### src/rtl/xhdmiin_align_ctrl.sv
// TMDS lane calibration: sweeps delay tap and word shift, scores control-token hits,
// centres the delay on the widest good eye and tracks lock on the aligned word.
//
// state   | meaning
// BOOT    | deserializer held off (o_ce=0) for 4 cycles
// LOAD    | o_delay driven, waiting for readback to match
// SETTLE  | fixed wait after the tap has taken effect
// MEASURE | counting control tokens over one window
// EVAL    | score the tap, extend or close the current run
// DECIDE  | lock onto best eye, or advance the word shift
// LOCKED  | tracking; too long without a token restarts the scan
module xhdmiin_align_ctrl #(
  parameter int SETTLE  = 16,
  parameter int LGWIN   = 12,
  parameter int THRESH  = 16,
  parameter int MIN_EYE = 4,
  parameter int LGLOSS  = 16
) (
  input  logic       i_clk,
  input  logic       i_reset,
  input  logic [9:0] i_word,
  input  logic [4:0] i_delay_rb,
  output logic       o_ce,
  output logic [4:0] o_delay,
  output logic [3:0] o_shift,
  output logic [9:0] o_word,
  output logic       o_locked,
  output logic [4:0] o_eye_start,
  output logic [5:0] o_eye_len
);

  localparam logic [2:0] S_BOOT    = 3'd0;
  localparam logic [2:0] S_LOAD    = 3'd1;
  localparam logic [2:0] S_SETTLE  = 3'd2;
  localparam logic [2:0] S_MEASURE = 3'd3;
  localparam logic [2:0] S_EVAL    = 3'd4;
  localparam logic [2:0] S_DECIDE  = 3'd5;
  localparam logic [2:0] S_LOCKED  = 3'd6;

  localparam int SW    = $clog2(SETTLE + 1);
  localparam int TMR_W = (LGWIN > SW) ? ((LGWIN > 3) ? LGWIN : 3) : ((SW > 3) ? SW : 3);

  localparam logic [TMR_W-1:0]  BOOT_LAST   = TMR_W'(3);
  localparam logic [TMR_W-1:0]  SETTLE_LAST = TMR_W'(SETTLE - 1);
  localparam logic [TMR_W-1:0]  WIN_LAST    = TMR_W'({LGWIN{1'b1}});
  localparam logic [LGLOSS-1:0] LOSS_LAST   = {LGLOSS{1'b1}};

  logic [2:0]        state;
  logic [TMR_W-1:0]  tmr;
  logic [LGWIN:0]    tok_cnt;
  logic [LGLOSS-1:0] loss_cnt;
  logic [4:0]        tap;
  logic [4:0]        run_start, best_start;
  logic [5:0]        run_len, best_len;
  logic              lock_pend;

  logic [9:0]  r_prev;
  logic [19:0] cat;
  logic [9:0]  aligned;
  logic        tok;
  logic        good;
  logic [4:0]  run_start_n, best_start_n;
  logic [5:0]  run_len_n, best_len_n;

  assign cat     = {i_word, r_prev};
  assign aligned = 10'(cat >> o_shift);
  assign tok     = (aligned == 10'h354) || (aligned == 10'h0AB) ||
                   (aligned == 10'h154) || (aligned == 10'h2AB);
  assign good    = (int'(tok_cnt) >= THRESH);

  always_ff @(posedge i_clk) r_prev <= i_word;

  always_ff @(posedge i_clk) begin
    if (i_reset) o_word <= 10'd0;
    else         o_word <= aligned;
  end

  // Run bookkeeping for EVAL; on the last tap an open run is still a candidate.
  always_comb begin
    run_start_n  = run_start;
    run_len_n    = run_len;
    best_start_n = best_start;
    best_len_n   = best_len;
    if (good) begin
      if (run_len == 6'd0) run_start_n = tap;
      run_len_n = run_len + 6'd1;
    end else begin
      if (run_len > best_len) begin
        best_start_n = run_start;
        best_len_n   = run_len;
      end
      run_len_n = 6'd0;
    end
    if ((tap == 5'd31) && (run_len_n > best_len_n)) begin
      best_start_n = run_start_n;
      best_len_n   = run_len_n;
    end
  end

  always_ff @(posedge i_clk) begin
    if (i_reset) begin
      state       <= S_BOOT;
      tmr         <= BOOT_LAST;
      tok_cnt     <= '0;
      loss_cnt    <= LOSS_LAST;
      tap         <= 5'd0;
      run_start   <= 5'd0;
      run_len     <= 6'd0;
      best_start  <= 5'd0;
      best_len    <= 6'd0;
      lock_pend   <= 1'b0;
      o_ce        <= 1'b0;
      o_delay     <= 5'd0;
      o_shift     <= 4'd0;
      o_locked    <= 1'b0;
      o_eye_start <= 5'd0;
      o_eye_len   <= 6'd0;
    end else begin
      case (state)
        S_BOOT: begin
          if (tmr == '0) begin
            o_ce      <= 1'b1;
            tap       <= 5'd0;
            o_delay   <= 5'd0;
            o_shift   <= 4'd0;
            run_len   <= 6'd0;
            best_len  <= 6'd0;
            lock_pend <= 1'b0;
            state     <= S_LOAD;
          end else begin
            tmr <= tmr - 1'b1;
          end
        end
        S_LOAD: begin
          if (i_delay_rb == o_delay) begin
            if (lock_pend) begin
              lock_pend <= 1'b0;
              o_locked  <= 1'b1;
              loss_cnt  <= LOSS_LAST;
              state     <= S_LOCKED;
            end else begin
              tmr   <= SETTLE_LAST;
              state <= S_SETTLE;
            end
          end
        end
        S_SETTLE: begin
          if (tmr == '0) begin
            tmr     <= WIN_LAST;
            tok_cnt <= '0;
            state   <= S_MEASURE;
          end else begin
            tmr <= tmr - 1'b1;
          end
        end
        S_MEASURE: begin
          if (tok && !tok_cnt[LGWIN]) tok_cnt <= tok_cnt + 1'b1;
          if (tmr == '0) state <= S_EVAL;
          else           tmr   <= tmr - 1'b1;
        end
        S_EVAL: begin
          run_start  <= run_start_n;
          run_len    <= run_len_n;
          best_start <= best_start_n;
          best_len   <= best_len_n;
          if (tap != 5'd31) begin
            tap     <= tap + 5'd1;
            o_delay <= tap + 5'd1;
            state   <= S_LOAD;
          end else begin
            state <= S_DECIDE;
          end
        end
        S_DECIDE: begin
          if (int'(best_len) >= MIN_EYE) begin
            o_eye_start <= best_start;
            o_eye_len   <= best_len;
            o_delay     <= best_start + best_len[5:1];
            lock_pend   <= 1'b1;
          end else begin
            o_shift  <= (o_shift == 4'd9) ? 4'd0 : o_shift + 4'd1;
            tap      <= 5'd0;
            o_delay  <= 5'd0;
            run_len  <= 6'd0;
            best_len <= 6'd0;
          end
          state <= S_LOAD;
        end
        S_LOCKED: begin
          if (tok) begin
            loss_cnt <= LOSS_LAST;
          end else if (loss_cnt == '0) begin
            o_locked <= 1'b0;
            tap      <= 5'd0;
            o_delay  <= 5'd0;
            o_shift  <= 4'd0;
            run_len  <= 6'd0;
            best_len <= 6'd0;
            state    <= S_LOAD;
          end else begin
            loss_cnt <= loss_cnt - 1'b1;
          end
        end
        default: state <= S_BOOT;
      endcase
    end
  end

endmodule

### config.mk
export PLATFORM = sky130hd
export DESIGN_NAME = xhdmiin_align_ctrl
export DESIGN_NICKNAME = d
export VERILOG_FILES = /design/src/rtl/xhdmiin_align_ctrl.sv
export SDC_FILE = /design/constraint.sdc
export NUM_CORES = 1
export LEC_CHECK = 0
export CAP_MARGIN = 20
export CORE_UTILIZATION = 45
export CTS_CLUSTER_SIZE = 25
export DETAILED_ROUTE_END_ITERATION = 6
export HOLD_SLACK_MARGIN = 0.06
export PLACE_DENSITY = 0.66
export SYNTH_ARGS = -nofsm -noshare
export SYNTH_HDL_FRONTEND = slang
export SYNTH_SLANG_ARGS = --single-unit
### constraint.sdc
create_clock -name i_clk -period 8.9 [get_ports i_clk]
set_clock_uncertainty 0.1 [all_clocks]
set_input_delay 1.78 -clock i_clk [delete_from_list [all_inputs] [get_ports i_clk]]
set_output_delay 1.78 -clock i_clk [all_outputs]
set_load 0.02 [all_outputs]
==> implementation parameters <==
Parameter                              Value

CTS
  Post-CTS setup-driven buffer insertion count ... 0
  Clock transition at the registers of the reported paths ... 50 ps
  Buffer depth of the longest clock path ... 2
  Clock tree sinks ... ~110
  Maximum level of the CTS H-tree ... 4
  CTS tree ... yes
  CTS resizes ... 0
  Hold-fix buffer count after cts ... 0
  Clk Tree Root Cell ... sky130_fd_sc_hd__clkbuf_16
  Number of buffers added by the clock tree synthesis step ... 17
  Skew-Pair Late Insertion Delay ... ~410 ps

Yosys
  Post-synth EDFFs ... 0
  Share of synthesized flip-flops with an asynchronous set or reset ... 0%
  Post-Syn Area per Cell ... just under 9 um^2
  Synthesis Warnings ... 0
  XOR/XNOR share of the synthesized area ... between 2 and 2.5%
  Number of cells produced by synthesis ... around 770
  Register bit count reported by yosys ... approximately 110
  Primary FF master, synth ... sky130_fd_sc_hd__dfxtp_1
  Syn_nets ... a little over 800
  Sequential-to-total area share from yosys stat ... 34.1%
  Compound-gate portion of the synthesized area ... about a fifth
  Dominant combinational cell family by area after synthesis ... simple AND/OR/NAND/NOR gates
  Yosys cell types ... 74
  Multiplexer area fraction after synthesis ... around an eighth
  Simple-gate share of the synthesized area ... approximately a fifth
  Synthesized-area fraction occupied by adder cells ... 5.16%
  Total standard cell area after synthesis ... roughly 6700 um^2

STA
  Final cycle utilization of the critical path ... slightly below 60%
  Slack of the critical path ... 3730 ps
  RSZ-0062 raised after global routing ... false
  Setup violations, final ... 0
  Total Neg Setup Slack ... 0 ps
  Slew headroom ... slightly below 30%
  Worst Max-Slew Pin Slew ... approximately 1000 ps
  Number of hold violations in the final report ... 0
  Max Transition Viols Final ... 0
  Final Critical Period ... a little over 5000 ps
  Final hold slack ... 356 ps
  Maximum achievable frequency ... 0.193 GHz

Cells and area
  Synthesis-to-layout area growth ... 17.0%
  Layout cells sized above 1 ... under 10%
  Final nets ... roughly 840
  Total non-filler cell area in the finished layout ... between 7000 and 8000 um^2
  Layout Utilization ... roughly 54%
  Most common library cell in the layout ignoring fill and taps ... sky130_fd_sc_hd__dfxtp_1
  Antenna Diode Count ... 0
  Most used cells in the layout excluding fill and tap cells ... 114 x sky130_fd_sc_hd__dfxtp_1, 79 x sky130_fd_sc_hd__nor2_1, 66 x sky130_fd_sc_hd__nand2_1, 47 x sky130_fd_sc_hd__clkdlybuf4s50_1, 41 x sky130_fd_sc_hd__a21oi_1

Die
  Core region area ... 14500 um^2
  Starting utilization of the core area ... 46.1%
  Die height ... 124 um
  Count of standard-cell rows ... 44
  Top Ports ... between 40 and 50
  Die Outline Area ... ~15000 um^2
  Die Span X ... between 100 and 150 um

Route
  Post-DR vias/cell ... 5.98
  Routed wire per std cell ... around 16 um
  Total via count in the routed design ... 5954
  Detailed-route DRC error count ... 0
  Total length of routed wires ... ~16 mm
  Number of design-rule violations left by the first detailed-router iteration ... 347
  DRT Pass-1 Iters ... 5
  Antenna Nets Post-Route ... 0

Global route
  Global-route wire length before repair ... 27.3 mm
  Overall global routing resource usage ... a little under a quarter
  Residual overflow from global routing ... 0
  Number of antenna violations at the first check in global routing ... 0
  Via count of the first global-routing pass ... 5614
  Maximum number of pins on one net before global-route repair ... 73

Placed design
  Setup Slack @ Placement ... about 3700 ps
  Quantity of I/O buffers inserted on ports ... 48
  Post-Place Cell Area ... between 7000 and 8000 um^2
  Final weighted congestion in routability-driven placement ... about 0.9
  Final HPWL from detailed placement ... 11.4 mm

Worst setup path
  Endpoint arrival time on the critical path ... about 5400 ps
  CP most frequent cell ... sky130_fd_sc_hd__a21oi_1
  Path type of the worst setup path ... reg2reg
  Worst stage delay on the critical path ... a little under 800 ps
  Crit-path max FO ... 13
  Element type at the critical path start ... flop
  Cell with the largest stage delay on the worst path ... sky130_fd_sc_hd__o221ai_1
  Crit path required time ... 9110 ps
  Cells along the critical path ... inv_1 > ha_1 > a21o_1 > a21oi_1 > nor2b_1 > o221ai_1 > a21oi_1 > ha_1 > nor2b_1 > o21a_1 > o21bai_1 > a21oi_1 > inv_1 > nor3_1 > mux2i_1 > a211oi_1
  CP endpoint kind ... flop

Pwr
  Power density of the placed cells ... ~180 nW/um^2
  Max rail drop VDD ... 137 uV
  Reported leakage power ... approximately 0.0029 uW

Status
  Outcome ... complete, no violations

Run
  Max-cap violations ... 0

Worst hold path
  Worst hold path class ... reg2reg
-- Yosys cell counts, types with 6 or more instances --
cell type	instances	area (um^2)
sky130_fd_sc_hd__nor3_1	25	125
sky130_fd_sc_hd__o31ai_1	25	188
sky130_fd_sc_hd__nand2_1	66	248
sky130_fd_sc_hd__buf_2	6	30.0
sky130_fd_sc_hd__dfxtp_1	114	2280
sky130_fd_sc_hd__nand3_1	20	100
sky130_fd_sc_hd__a311oi_1	8	70.1
sky130_fd_sc_hd__nand4_1	6	37.5
sky130_fd_sc_hd__a211oi_1	13	97.6
sky130_fd_sc_hd__a21o_1	8	60.1
sky130_fd_sc_hd__nor2b_1	13	81.3
sky130_fd_sc_hd__o21ai_1	11	55.1
sky130_fd_sc_hd__inv_1	31	116
sky130_fd_sc_hd__and3_1	11	68.8
sky130_fd_sc_hd__clkbuf_1	30	113
sky130_fd_sc_hd__mux2i_1	19	190
sky130_fd_sc_hd__a21oi_1	41	205
sky130_fd_sc_hd__xnor2_1	7	61.3
sky130_fd_sc_hd__nand2b_1	10	62.6
sky130_fd_sc_hd__a221oi_1	6	52.6
sky130_fd_sc_hd__mux2_1	10	113
sky130_fd_sc_hd__a22o_1	12	105
sky130_fd_sc_hd__ha_1	26	325
sky130_fd_sc_hd__xor2_1	12	105
sky130_fd_sc_hd__o21ai_0	24	120
sky130_fd_sc_hd__or3_1	12	75.1
sky130_fd_sc_hd__nor2_1	79	297
sky130_fd_sc_hd__mux4_2	20	450
-- flip-flops by register name, indices dropped and copies added, names as in the netlist, 6 cells and up --
name	count
run_len	6
tmr	12
best_len	6
o_word	10
o_eye_len	6
loss_cnt	16
r_prev	10
tok_cnt	13
-- cells by family after synthesis --
logic type | after synthesis
AO/OA/AOI/OAI | 198
flip-flops | 114
XOR/XNOR | 19
buffers and inverters | 76
AND/OR/NAND/NOR | 278
multiplexers | 54
adder cells (fa/ha/maj) | 27
-- critical path, delay by kind of cell, from the launching register on --
kind / cells / cell delay, ps
buffers and inverters: 2 / 250
AO/OA/AOI/OAI: 8 / 2420
flip-flops: 1 / 500
AND/OR/NAND/NOR: 3 / 950
adder cells (fa/ha/maj): 2 / 660
multiplexers: 1 / 200
-- path summary, 6_finish.rpt --
check | startpoint | endpoint | slack [ps] | cells after the start
min | o_eye_len[0] | o_eye_len[0] | 360 | 2
min reg2reg | o_eye_len[0] | o_eye_len[0] | 360 | 2
max reg2reg | best_len[3] | best_start[4] | 3730 | 16
max | best_len[3] | best_start[4] | 3730 | 16
-- final cells by class --
| class | count | area, um^2 |
|---|---|---|
| sequential | 114 | 2280 |
| clock inverter | 6 | 55.1 |
| multi-input combinational | 576 | 4110 |
| timing repair buffer | 56 | 536 |
| inverter | 35 | 131 |
| tap | 184 | 230 |
| fill | 1364 | 6700 |
| clock buffer | 24 | 492 |
-- metrics by stage --
step | std cells | total power [uW]
2_1_floorplan | 766 | 753
3_3_place_gp | 965 | 810
3_5_place_dp | 965 | 819
4_1_cts | 995 | 1460
5_1_grt | 995 | 1510
6_report | 995 | 1450
-- layer usage --
metal	wire length [um]	share of wire [%]	track usage, %	vias up
met1	7600	46	30.0	2858
li1	-	-	-	2912
met5	0	0	0	-
met4	365	2.2	10.1	0
met2	7730	47	35.8	154
met3	673	4.1	4.58	30
-- power breakdown --
group          switching, uW  total, uW  internal (uW)
Sequential              27.3        563            536
Clock                    227        634            407
Combinational            149        250            101
(Power assumes the default switching activity.)
